==> src/rtl/amax10_qsys_sample_logger.sv <==
// -----------------------------------------------------------------------------
// amax10_qsys_sample_logger
//
// Logs a 32-bit sample stream into a downstream on-chip memory (circular
// buffer of DEPTH words), serves random-access readback of the logged words,
// and can scrub the whole memory to zero on request.
//
// Ports
//   clk, reset_n        single clock; asynchronous active-low reset
//   enable              level, 1 = accept samples (IDLE <-> RUN)
//   clear               single-cycle pulse, (re)starts a memory scrub
//   snk_valid/ready/data  sample sink
//   rd_req/addr/ack     readback request
//   rd_valid/data/err   readback response, three cycles after acceptance
//   mem_*               memory slave port (registered outputs, mem_clken
//                       follows reset_n)
//   wr_ptr, fill_count, wrapped, busy   status
//   fsm_state           current FSM state (0 IDLE, 1 RUN, 2 SCRUB)
//
// Handshakes: a transfer happens in a cycle where both sides are high at the
// rising clock edge (snk_valid & snk_ready, rd_req & rd_ack). Ready/ack are
// combinational and may depend on the partner's valid/req; valid/req never
// depend on ready/ack.
//
// DEPTH must be strictly below 2**ADDR_W so fill_count can hold DEPTH and
// out-of-range read addresses are representable.
// -----------------------------------------------------------------------------
module amax10_qsys_sample_logger #(
  parameter int DEPTH  = 25000,
  parameter int ADDR_W = 15
) (
  input  logic              clk,
  input  logic              reset_n,
  input  logic              enable,
  input  logic              clear,
  input  logic              snk_valid,
  output logic              snk_ready,
  input  logic [31:0]       snk_data,
  input  logic              rd_req,
  input  logic [ADDR_W-1:0] rd_addr,
  output logic              rd_ack,
  output logic              rd_valid,
  output logic [31:0]       rd_data,
  output logic              rd_err,
  output logic [ADDR_W-1:0] mem_address,
  output logic [3:0]        mem_byteenable,
  output logic              mem_chipselect,
  output logic              mem_write,
  output logic [31:0]       mem_writedata,
  output logic              mem_clken,
  input  logic [31:0]       mem_readdata,
  output logic [ADDR_W-1:0] wr_ptr,
  output logic [ADDR_W-1:0] fill_count,
  output logic              wrapped,
  output logic              busy,
  output logic [1:0]        fsm_state
);

  typedef enum logic [1:0] {
    IDLE  = 2'd0,
    RUN   = 2'd1,
    SCRUB = 2'd2
  } state_t;

  localparam logic [ADDR_W-1:0] LAST_ADDR = ADDR_W'(DEPTH - 1);
  localparam logic [ADDR_W:0]   DEPTH_EXT = (ADDR_W + 1)'(DEPTH);

  state_t            state;
  state_t            state_next;
  logic [ADDR_W-1:0] scrub_addr;

  logic              sample_fire;
  logic              read_fire;
  logic              read_in_range;
  logic              scrub_done;

  // Read response pipeline: stage 1 is the cycle the memory sees the
  // address, stage 2 the cycle mem_readdata is valid.
  logic              rd_p1_valid;
  logic              rd_p1_err;
  logic              rd_p2_valid;
  logic              rd_p2_err;

  // ---------------------------------------------------------------------------
  // Handshakes and status
  // ---------------------------------------------------------------------------
  // A pending read always blocks samples, so the memory port never sees a
  // read and a sample write in the same cycle.
  assign snk_ready = (state == RUN) & ~rd_req;
  // No reads during a scrub, nor in the cycle that starts one.
  assign rd_ack    = rd_req & (state != SCRUB) & ~clear;

  assign sample_fire   = snk_valid & snk_ready;
  assign read_fire     = rd_req & rd_ack;
  assign read_in_range = {1'b0, rd_addr} < DEPTH_EXT;
  assign scrub_done    = (state == SCRUB) & ~clear & (scrub_addr == LAST_ADDR);

  assign busy      = (state == SCRUB);
  assign fsm_state = state;

  // Clock enable tracks reset directly so the memory is enabled in the very
  // first cycle after reset release, not one cycle later.
  assign mem_clken = reset_n;

  // ---------------------------------------------------------------------------
  // FSM
  // ---------------------------------------------------------------------------
  always_ff @(posedge clk or negedge reset_n) begin
    if (!reset_n) begin
      state <= IDLE;
    end else begin
      state <= state_next;
    end
  end

  always_comb begin
    state_next = state;
    if (clear) begin
      state_next = SCRUB;
    end else begin
      unique case (state)
        IDLE:    if (enable)  state_next = RUN;
        RUN:     if (!enable) state_next = IDLE;
        SCRUB: begin
          if (scrub_addr == LAST_ADDR) begin
            state_next = enable ? RUN : IDLE;
          end
        end
        default: state_next = IDLE;
      endcase
    end
  end

  // ---------------------------------------------------------------------------
  // Scrub address counter. A clear (from any state) restarts it at 0.
  // ---------------------------------------------------------------------------
  always_ff @(posedge clk or negedge reset_n) begin
    if (!reset_n) begin
      scrub_addr <= '0;
    end else if (clear) begin
      scrub_addr <= '0;
    end else if (state == SCRUB) begin
      scrub_addr <= (scrub_addr == LAST_ADDR) ? '0 : scrub_addr + ADDR_W'(1);
    end
  end

  // ---------------------------------------------------------------------------
  // Write pointer, fill level and wrap flag
  // ---------------------------------------------------------------------------
  always_ff @(posedge clk or negedge reset_n) begin
    if (!reset_n) begin
      wr_ptr     <= '0;
      fill_count <= '0;
      wrapped    <= 1'b0;
    end else if (scrub_done) begin
      wr_ptr     <= '0;
      fill_count <= '0;
      wrapped    <= 1'b0;
    end else if (sample_fire) begin
      if (wr_ptr == LAST_ADDR) begin
        wr_ptr  <= '0;
        wrapped <= 1'b1;
      end else begin
        wr_ptr <= wr_ptr + ADDR_W'(1);
      end
      if ({1'b0, fill_count} != DEPTH_EXT) begin
        fill_count <= fill_count + ADDR_W'(1);
      end
    end
  end

  // ---------------------------------------------------------------------------
  // Memory command register. Scrub, read and sample never compete for the
  // port: reads and samples are only accepted outside SCRUB, and a read
  // blocks samples. The clear cycle itself issues no scrub write so the first
  // scrub write after a restart is always address 0.
  // ---------------------------------------------------------------------------
  always_ff @(posedge clk or negedge reset_n) begin
    if (!reset_n) begin
      mem_chipselect <= 1'b0;
      mem_write      <= 1'b0;
      mem_byteenable <= 4'h0;
      mem_address    <= '0;
      mem_writedata  <= '0;
    end else begin
      mem_chipselect <= 1'b0;
      mem_write      <= 1'b0;
      mem_byteenable <= 4'h0;
      mem_address    <= '0;
      mem_writedata  <= '0;
      if (state == SCRUB) begin
        if (!clear) begin
          mem_chipselect <= 1'b1;
          mem_write      <= 1'b1;
          mem_byteenable <= 4'hF;
          mem_address    <= scrub_addr;
          mem_writedata  <= 32'h0;
        end
      end else if (read_fire) begin
        // Out-of-range reads never touch the memory.
        if (read_in_range) begin
          mem_chipselect <= 1'b1;
          mem_byteenable <= 4'hF;
          mem_address    <= rd_addr;
        end
      end else if (sample_fire) begin
        mem_chipselect <= 1'b1;
        mem_write      <= 1'b1;
        mem_byteenable <= 4'hF;
        mem_address    <= wr_ptr;
        mem_writedata  <= snk_data;
      end
    end
  end

  // ---------------------------------------------------------------------------
  // Read response pipeline. Accepted in N, address on the port in N+1,
  // memory data valid in N+2 and captured at its end, response in N+3.
  // Reset clears every stage, so in-flight reads are dropped silently.
  // ---------------------------------------------------------------------------
  always_ff @(posedge clk or negedge reset_n) begin
    if (!reset_n) begin
      rd_p1_valid <= 1'b0;
      rd_p1_err   <= 1'b0;
      rd_p2_valid <= 1'b0;
      rd_p2_err   <= 1'b0;
      rd_valid    <= 1'b0;
      rd_err      <= 1'b0;
      rd_data     <= 32'h0;
    end else begin
      rd_p1_valid <= read_fire;
      rd_p1_err   <= read_fire & ~read_in_range;
      rd_p2_valid <= rd_p1_valid;
      rd_p2_err   <= rd_p1_err;
      rd_valid    <= rd_p2_valid;
      rd_err      <= rd_p2_valid & rd_p2_err;
      if (rd_p2_valid && !rd_p2_err) begin
        rd_data <= mem_readdata;
      end else begin
        rd_data <= 32'h0;
      end
    end
  end

endmodule

==> config.mk <==
export PLATFORM = sky130hd
export DESIGN_NAME = amax10_qsys_sample_logger
export DESIGN_NICKNAME = d
export VERILOG_FILES = /design/src/rtl/amax10_qsys_sample_logger.sv
export SDC_FILE = /design/constraint.sdc
export NUM_CORES = 1
export LEC_CHECK = 0
export ABC_AREA = 1
export CORE_AREA = 5 5 128 118
export DETAILED_ROUTE_END_ITERATION = 10
export DIE_AREA = 0 0 133 123
export PLACE_DENSITY = 0.8
export SLEW_MARGIN = 30
export SYNTH_ARGS = -nofsm -noshare
export SYNTH_HDL_FRONTEND = slang
export SYNTH_SLANG_ARGS = --single-unit
export TNS_END_PERCENT = 5
==> constraint.sdc <==
create_clock -name clk -period 1.7 [get_ports clk]
set_input_delay 0.255 -clock clk [delete_from_list [all_inputs] [get_ports clk]]
set_output_delay 0.255 -clock clk [all_outputs]
set_load 0.01 [all_outputs]
# --- Word-level counts from Yosys, hierarchy flattened ---
# Index checks and enable logic that the tools add are counted.
word_totals:
  register_bits: 139
  in_bits: 85
  elab_cells: 91
op_classes:
  addsub: 3
  n_lt_le_gt_ge: 1
  n_eq_ne: 9
  mux: 39
  bitwise_logic: 12
  n_reduce_logical: 10
ops:
  columns: ["cell", "count"]
  rows:
  - ["15-bit two-way mux", 14]
  - ["32-bit two-way mux", 4]
  - ["15-bit by 1-bit adder with 15-bit output, second input constant", 3]
  - ["15-bit == test, second input constant", 2]
  - ["4-bit two-way mux", 5]
  - ["15-bit less-than comparator, second input constant", 1]
  - ["15-bit inequality test, second input constant", 1]
  - ["1-bit two-way mux", 11]
  - ["1-bit AND", 9]
  - ["2-bit two-way mux", 4]
  - ["2-bit nonzero test", 4]
  - ["3-bit inequality test, second input constant", 2]
  - ["2-bit case mux with 3 select lines", 1]
  - ["2-bit AND reduction", 2]
  - ["3-bit by 2-bit inequality test with 1-bit output, second input constant", 1]
  - ["1-bit NOT", 3]
  - ["3-bit AND reduction", 1]
  - ["2-bit by 1-bit == test with 1-bit output, second input constant", 1]
  - ["2-bit == test, second input constant", 1]
  - ["2-bit zero test", 1]
  - ["2-bit inequality test, second input constant", 1]
  - ["1-bit logical AND", 1]
  - ["1-bit zero test", 1]

# --- Logic depth before layout (Yosys ltp) ---
# Gate-level depths: netlist of the first run.
logic_depth:
  word_depth: 6
  ltp_mapped: 10

# --- Worst setup path before layout of the first run ---
# No wires, ideal clock.
synth_timing:
  kind: "reg-to-reg"
  startpoint: "register wr_ptr[0]"
  endpoint: "register wr_ptr[14]"
  t_arrival_ns: 1.453
  required_ns: 1.581
  slack_ns: 0.128
  path_stages_with_launch: 9
  cell_sequence: "dfrtp_1 > ha_1 > nand2_1 > nor2_1 > nand2_1 > nor3_1 > nand3_1 > nand2_1 > nor2_1"
synth_between:
  elab_chain_cells: 4
  elab_cells_between_ends: 5
  classes_between: "add/sub (1); eq/ne (1); mux (3)"
synth_lines:
  columns: ["item", "line", "rtl"]
  rows:
  - ["start, declared", "52", "output logic [ADDR_W-1:0] wr_ptr,"]
  - ["start signal, assigned", "164", "wr_ptr <= wr_ptr + ADDR_W'(1);"]
  - ["15-bit by 1-bit adder with 15-bit output / 15-bit == test (equally long branches)", "164, 160", null]
  - ["15-bit two-way mux (*)", "160", "if (wr_ptr == LAST_ADDR) begin"]
  - ["15-bit two-way mux (*)", "159", "end else if (sample_fire) begin"]
  - ["15-bit two-way mux (*)", "155", "end else if (scrub_done) begin"]
# Every way passes the cells marked *; elsewhere a longest branch is shown, timed or not. The select of a mux whose other input is x is not followed.
# A chain may end at the register's enable or synchronous reset.

# --- Worst setup path after layout of the first run ---
layout_timing:
  startpoint: "register fill_count[8]"
  endpoint: "output fill_count[8]"
layout_rtl:
  columns: ["item", "line", "rtl"]
  rows:
  - ["start, declared", "53", "output logic [ADDR_W-1:0] fill_count,"]
  - ["start signal, assigned", "167", "fill_count <= fill_count + ADDR_W'(1);"]
# No word-level cell between the ends.

==> summary.txt, run 1 <==
Post-synthesis sequential area ratio -> 54.9%
Full die area -> 16,400 um2
Clock tree buffer depth -> 2
R2R depth -> 9
Diodes inserted -> 0
Total CTS buffers -> 17
Setup Viol. Count Final -> 0
Most common cell in the netlist -> nand2_1
Sink Count -> 135
DR vias -> 5,802
Syn Inst Count -> 736
Yosys top cell area share -> 54.9%
H-tree depth -> 4
Inst Count DP -> 1,133
Share of cells above drive strength 1 -> 12.0%
Non-Filler Instances -> 1,166
Hold Buf Count CTS -> 0
Sequential cell area -> 3400 um2
Pwr dens -> 861 nW/um2
Critical path type -> reg2out
Layout net count -> 1,070
DR WL/cell -> 16.2 um
Startpoint types -> flip-flop
Final Cell Area -> 9370 um2
Critical Path Slowest Stage Cell -> clkdlybuf4s50_1
Synthesized cell area -> 6150 um2
Type of the worst min-delay path -> in2async
Synth Net Count -> 825
Critical path endpoint category -> primary output
DR iter-0 viols -> 449
RSZ-0062 raised after global routing -> true
Final Hold Vio Count -> 41
Final hold slack -> -60.0 ps
Clk_lat worst skew -> 420 ps
Largest stage delay, worst path -> 570 ps
Clk root buf -> clkbuf_16
Total Power -> 8.07 mW
Synth Register Bits -> 135
IO Port Bufs -> 208
Critical Path, Cell by Cell -> clkdlybuf4s50_1
Core box area -> 13,700 um2
Detailed Route WL -> 18.8 mm
Clock skew -> 5.43 ps
Number of synthesized flops with an enable pin -> 0
Async set or reset register ratio after synthesis -> 100%
Crit path buffers/inverters -> 1
VDD IR-drop max -> 0.641 mV
Via/cell ratio -> 4.98
Synth top area cells -> dfrtp_1 (55%), nand2_1 (9.7%), nor2_1 (7.4%), inv_1 (7.2%), nand3_1 (4.6%)
Largest net degree at the start of global routing -> 136
Syn avg cell area -> 8.36 um2
CTS tree -> yes
Worst-margin pin slew -> 740 ps
Die Height -> 123 um
GRT Overall Usage -> 23.0%
Cell depth of the worst setup path -> 1
Placed Area -> 8680 um2
Site Rows -> 41
Antenna violations before repair -> 0
Worst path top cell family by delay -> buffers and inverters
Leak -> 4.69 nW
First-pass GRT wire length -> 29.3 mm
Final period util -> 98.0%
Synth area leader -> dfrtp_1
HPWL after DPL -> 14.0 mm
Vias in the first global route -> 5,603
Post-route setup TNS -> 0 ps
Area Growth Syn to Fin -> 52.2%
Initial Utilization -> 44.9%
Max-Cap Viols -> 0
Clk slew on worst S/H paths -> 60 ps
Post-route ant nets -> 0
Yosys Warn Count -> 0
Status -> complete, but fails checks
Fillcell total -> 1,073
Drt drc -> 0
Req. time, crit path -> 1440 ps
Crit path arrival time -> 1410 ps
Yosys cell types -> 33
Top post-synthesis cells by count -> nand2_1 (159), dfrtp_1 (135), nor2_1 (122)
Post-synth top flop -> dfrtp_1
Failing checks -> negative hold slack
Relative slew slack -> 50.7%
I/O Pins -> 209
Placer Congestion -> 0.970
Multi-input logic area -> 2240 um2
Slew Viols, Final -> 0
Min Tclk post-route -> 1670 ps
Critical Path Fanout Max -> 5
Drt pass-1 iters -> 5
GRT overflow -> 0
Die width -> 133 um
F_max -> 600 MHz
==> path summary, 6_finish.rpt <==
check | startpoint | end | slack, ps
hold reg to reg | rd_p1_valid | rd_p2_valid | 360
setup / recovery | fill_count[8] | fill_count[8] | 30
max in group asynchronous | reset_n | fill_count[4] | 1140
setup reg to reg | scrub_addr[0] | scrub_addr[12] | 40
hold / removal | reset_n | mem_writedata[25] | -60
min in group clk | snk_data[11] | mem_writedata[11] | 350
==> registers in the layout (all words and copies together) (netlist names), 2 cells and up <==
name / flops
wr_ptr: 15
fsm_state: 2
scrub_addr: 15
fill_count: 15
rd_data: 32
mem_writedata: 32
mem_address: 15
==> metrics by stage <==
step / hold slack, ps / util (%) / setup WS [ps]
finish: -60.0 / 68.4 / 34.6
global route: 4.11 / 68.4 / -83.3
CTS: 14.4 / 67.8 / -15.7
detailed placement: 339 / 63.4 / -164
global placement: 332 / 63.4 / -105
floorplan: -40.6 / - / 128
==> placed cells by master (no fill, tap or decap), drive strengths merged, types with 9 or more instances in the layout <==
master and n:
buf 40, clkbuf 22, clkdlybuf4s50 181, dfrtp 135
dlygate4sd2 10, dlymetal6s2s 15, inv 124, nand2 164
nand3 58, nand4 9, nor2 128, nor3 16
o211ai 16, o21ai 22, xor2 18
==> power by group <==
part | internal [mW] | leakage [nW] | switching, mW
sequential | 3.34 | 1.81 | 0.118
clock | 2.23 | 0.279 | 1.37
combinational | 0.524 | 2.60 | 0.486
total | 6.10 | 4.69 | 1.97
==> repair_timing <==
item                       4_1_cts  5_1_grt
gates cloned                     0        0
setup buffers                    1        0
setup endpoints to repair       37       46
resized for setup               30       30
pin swaps                        0        1
==> layer usage <==
metal	vias to the layer above	GRT usage (%)	wire, um
li1	2765	-	-
met1	2741	28.1	7530
met2	261	39.6	9480
met3	35	6.67	1420
met4	0	7.47	402
met5	-	0	0
==> cell type report <==
type / count / area share (%)
clock inverters: 11 / 1.32
clock buffers: 21 / 4.92
inverters: 124 / 4.98
multi-input cells: 456 / 23.9
well taps: 172 / 2.30
repair buffers: 247 / 26.3
flip-flops and latches: 135 / 36.3
==> logic make-up (layout without fill, tap and decap cells) <==
| group | after synthesis | after routing | synth area share, % |
|---|---|---|---|
| xor+xnor | 20 | 20 | 2.85 |
| buf+inv | 145 | 403 | 9.45 |
| mux | 1 | 1 | 0.163 |
| compound gates | 50 | 50 | 5.04 |
| simple gates | 381 | 381 | 26.8 |
| flops | 135 | 135 | 54.9 |
| fa+ha+maj | 4 | 4 | 0.813 |
No activity file was read; power rests on OpenSTA's default activity.
==> inputs of run 2 (changes only) <==
--- a/config.mk
+++ b/config.mk
@@ -7,6 +7,7 @@
 export LEC_CHECK = 0
 export ABC_AREA = 1
 export CORE_AREA = 5 5 128 118
+export CTS_CLUSTER_SIZE = 12
 export DETAILED_ROUTE_END_ITERATION = 10
 export DIE_AREA = 0 0 133 123
 export PLACE_DENSITY = 0.8
==> results of run 2 <==
The final DEF is identical to that of run 1; final timing and power are the same.
==> inputs of run 3 (changes only) <==
--- a/config.mk
+++ b/config.mk
@@ -6,10 +6,10 @@
 export NUM_CORES = 1
 export LEC_CHECK = 0
 export ABC_AREA = 1
-export CORE_AREA = 5 5 128 118
+export CORE_AREA = 2 2 125 115
 export CTS_CLUSTER_SIZE = 12
 export DETAILED_ROUTE_END_ITERATION = 10
-export DIE_AREA = 0 0 133 123
+export DIE_AREA = 0 0 127 117
 export PLACE_DENSITY = 0.8
 export SLEW_MARGIN = 30
 export SYNTH_ARGS = -nofsm -noshare
==> summary.txt, run 3 (synthesis results as in run 1) <==
Via/cell ratio -> 4.89 (was 4.98)
Placed Area -> 8720 um2 (was 8680 um2)
Final core utilization -> 69.2% (was 68.4%)
Share of cells above drive strength 1 -> 12.5% (was 12.0%)
Most frequent cells in the layout -> clkdlybuf4s50_1 (191), nand2_1 (159), nor2_1 (120) (was clkdlybuf4s50_1 (181), nand2_1 (159), inv_1 (117), nor2_1 (117), dfrtp_1 (116))
Area Growth Syn to Fin -> 53.6% (was 52.2%)
Non-Filler Instances -> 1,170 (was 1,166)
Fillcell total -> 1,061 (was 1,073)
Min Tclk post-route -> 1650 ps (was 1670 ps)
Clk root buf -> clkbuf_16 (unchanged)
Inst Count DP -> 1,135 (was 1,133)
Slew Viols, Final -> 0 (unchanged)
Vias in the first global route -> 5,447 (was 5,603)
Type of the worst min-delay path -> reg2reg (was in2async)
Post-route ant nets -> 0 (unchanged)
Final period util -> 97.3% (was 98.0%)
Clock skew -> 4.51 ps (was 5.43 ps)
Critical path type -> reg2out (unchanged)
DR iter-0 viols -> 469 (was 449)
Req. time, crit path -> 1440 ps (about the same)
Placer Congestion -> 0.987 (was 0.970)
Worst slack, placed -> -195 ps (was -164 ps)
Leak -> 4.67 nW (was 4.69 nW)
Crit path buffers/inverters -> 1 (unchanged)
Largest net degree at the start of global routing -> 136 (unchanged)
DR WL/cell -> 15.3 um (was 16.2 um)
Clk slew on worst S/H paths -> 50 ps (was 60 ps)
Antenna violations before repair -> 0 (unchanged)
Sequential cell area -> 3410 um2 (was 3400 um2)
Final Cell Area -> 9450 um2 (was 9370 um2)
Multi-input logic area -> 2230 um2 (was 2240 um2)
Max-Cap Viols -> 0 (unchanged)
Layout net count -> 1,075 (was 1,070)
Critical Path Fanout Max -> 6 (was 5)
Final setup margin -> 46.6 ps (was 34.6 ps)
Diodes inserted -> 0 (unchanged)
I/O Pins -> 209 (unchanged)
Commonest non-fill, non-tap cell in the layout -> clkdlybuf4s50_1 (unchanged)
Clk_lat worst skew -> 410 ps (was 420 ps)
Clock tree buffer depth -> 2 (unchanged)
Worst path top cell family by delay -> buffers and inverters (unchanged)
Total CTS buffers -> 17 (unchanged)
Critical Path, Cell by Cell -> clkdlybuf4s50_1 (unchanged)
Pwr dens -> 874 nW/um2 (was 861 nW/um2)
Detailed Route WL -> 17.9 mm (was 18.8 mm)
Critical path endpoint category -> primary output (unchanged)
VDD IR-drop max -> 1.06 mV (was 0.641 mV)
GRT Overall Usage -> 24.4% (was 23.0%)
Sink Count -> 135 (unchanged)
RSZ-0062 raised after global routing -> true (unchanged)
Drt pass-1 iters -> 5 (unchanged)
HPWL after DPL -> 13.3 mm (was 14.0 mm)
DR vias -> 5,717 (was 5,802)
GRT overflow -> 0 (unchanged)
Setup Viol. Count Final -> 0 (unchanged)
Biggest regs -> mem_writedata x32, rd_data x32 (unchanged)
Drt drc -> 0 (unchanged)
Full die area -> 14,900 um2 (was 16,400 um2)
H-tree depth -> 4 (unchanged)
Final Hold Vio Count -> 0 (was 41)
Die width -> 127 um (was 133 um)
Core box area -> 13,600 um2 (was 13,700 um2)
Worst-margin pin slew -> 739 ps (was 740 ps)
Crit path arrival time -> 1400 ps (was 1410 ps)
First-pass GRT wire length -> 28.0 mm (was 29.3 mm)
Largest stage delay, worst path -> 560 ps (was 570 ps)
Site Rows -> 41 (unchanged)
F_max -> 605 MHz (was 600 MHz)
Startpoint types -> flip-flop (unchanged)
IO Port Bufs -> 208 (unchanged)
CTS tree -> yes (unchanged)
Relative slew slack -> 50.7% (about the same)
Critical Path Slowest Stage Cell -> clkdlybuf4s50_1 (unchanged)
Die Height -> 117 um (was 123 um)
Initial Utilization -> 45.1% (was 44.9%)
Status -> complete, no violations (was complete, but fails checks)
## run 3: power by group
part / internal (mW) / switching, mW
clock: 2.48 / 1.30
sequential: 3.34 / 0.116
combinational: 0.548 / 0.482
## run 3: path summary, 6_finish.rpt
kind | slack, ps | to | start | depth (start not counted)
max in group asynchronous | 590 | wr_ptr[13] | reset_n | 3
min in group asynchronous | 490 | mem_writedata[17] | reset_n | 3
worst max register to register | 70 | fill_count[8] | fsm_state[0] | 8
worst min-delay path | 350 | rd_p2_valid | rd_p1_valid | 0
worst min register to register | 350 | rd_p2_valid | rd_p1_valid | 0
worst max-delay path | 50 | wr_ptr[11] | wr_ptr[11] | 1
## run 3: layout make-up
class | count | share of cell area [%]
Clock buffer | 22 | 4.81
Clock inverter | 9 | 1.59
Inverter | 124 | 4.94
Multi-Input combinational cell | 456 | 23.6
Sequential cell | 135 | 36.1
Tap cell | 172 | 2.28
Timing Repair Buffer | 252 | 26.7
## run 3: repair_timing
item / in CTS / in global routing
buffers inserted: 0 / 3
hold buffers: 1 / 0
endpoints found under the setup margin: 24 / 45
pin swaps: 0 / 1
resized for setup: 21 / 33
endpoints found under the hold margin: 47 / 0
## run 3: through the flow
stage / power, mW / hold slack [ps] / setup TNS (ps)
floorplan: 3.85 / -40.6 / 0
global placement: 4.52 / 334 / -3490
detailed placement: 4.54 / 335 / -4820
CTS: 8.32 / 338 / -29.0
global route: 8.61 / 344 / -8.28
finish: 8.26 / 346 / 0
## run 3: metal layers
| metal | vias up | track usage [%] | share of wire [%] |
|---|---|---|---|
| met5 | - | 0 | 0 |
| met4 | 0 | 7.03 | 1.7 |
| met3 | 19 | 6.82 | 7.0 |
| met2 | 217 | 40.9 | 49 |
| met1 | 2699 | 31.6 | 42 |
| li1 | 2782 | - | - |
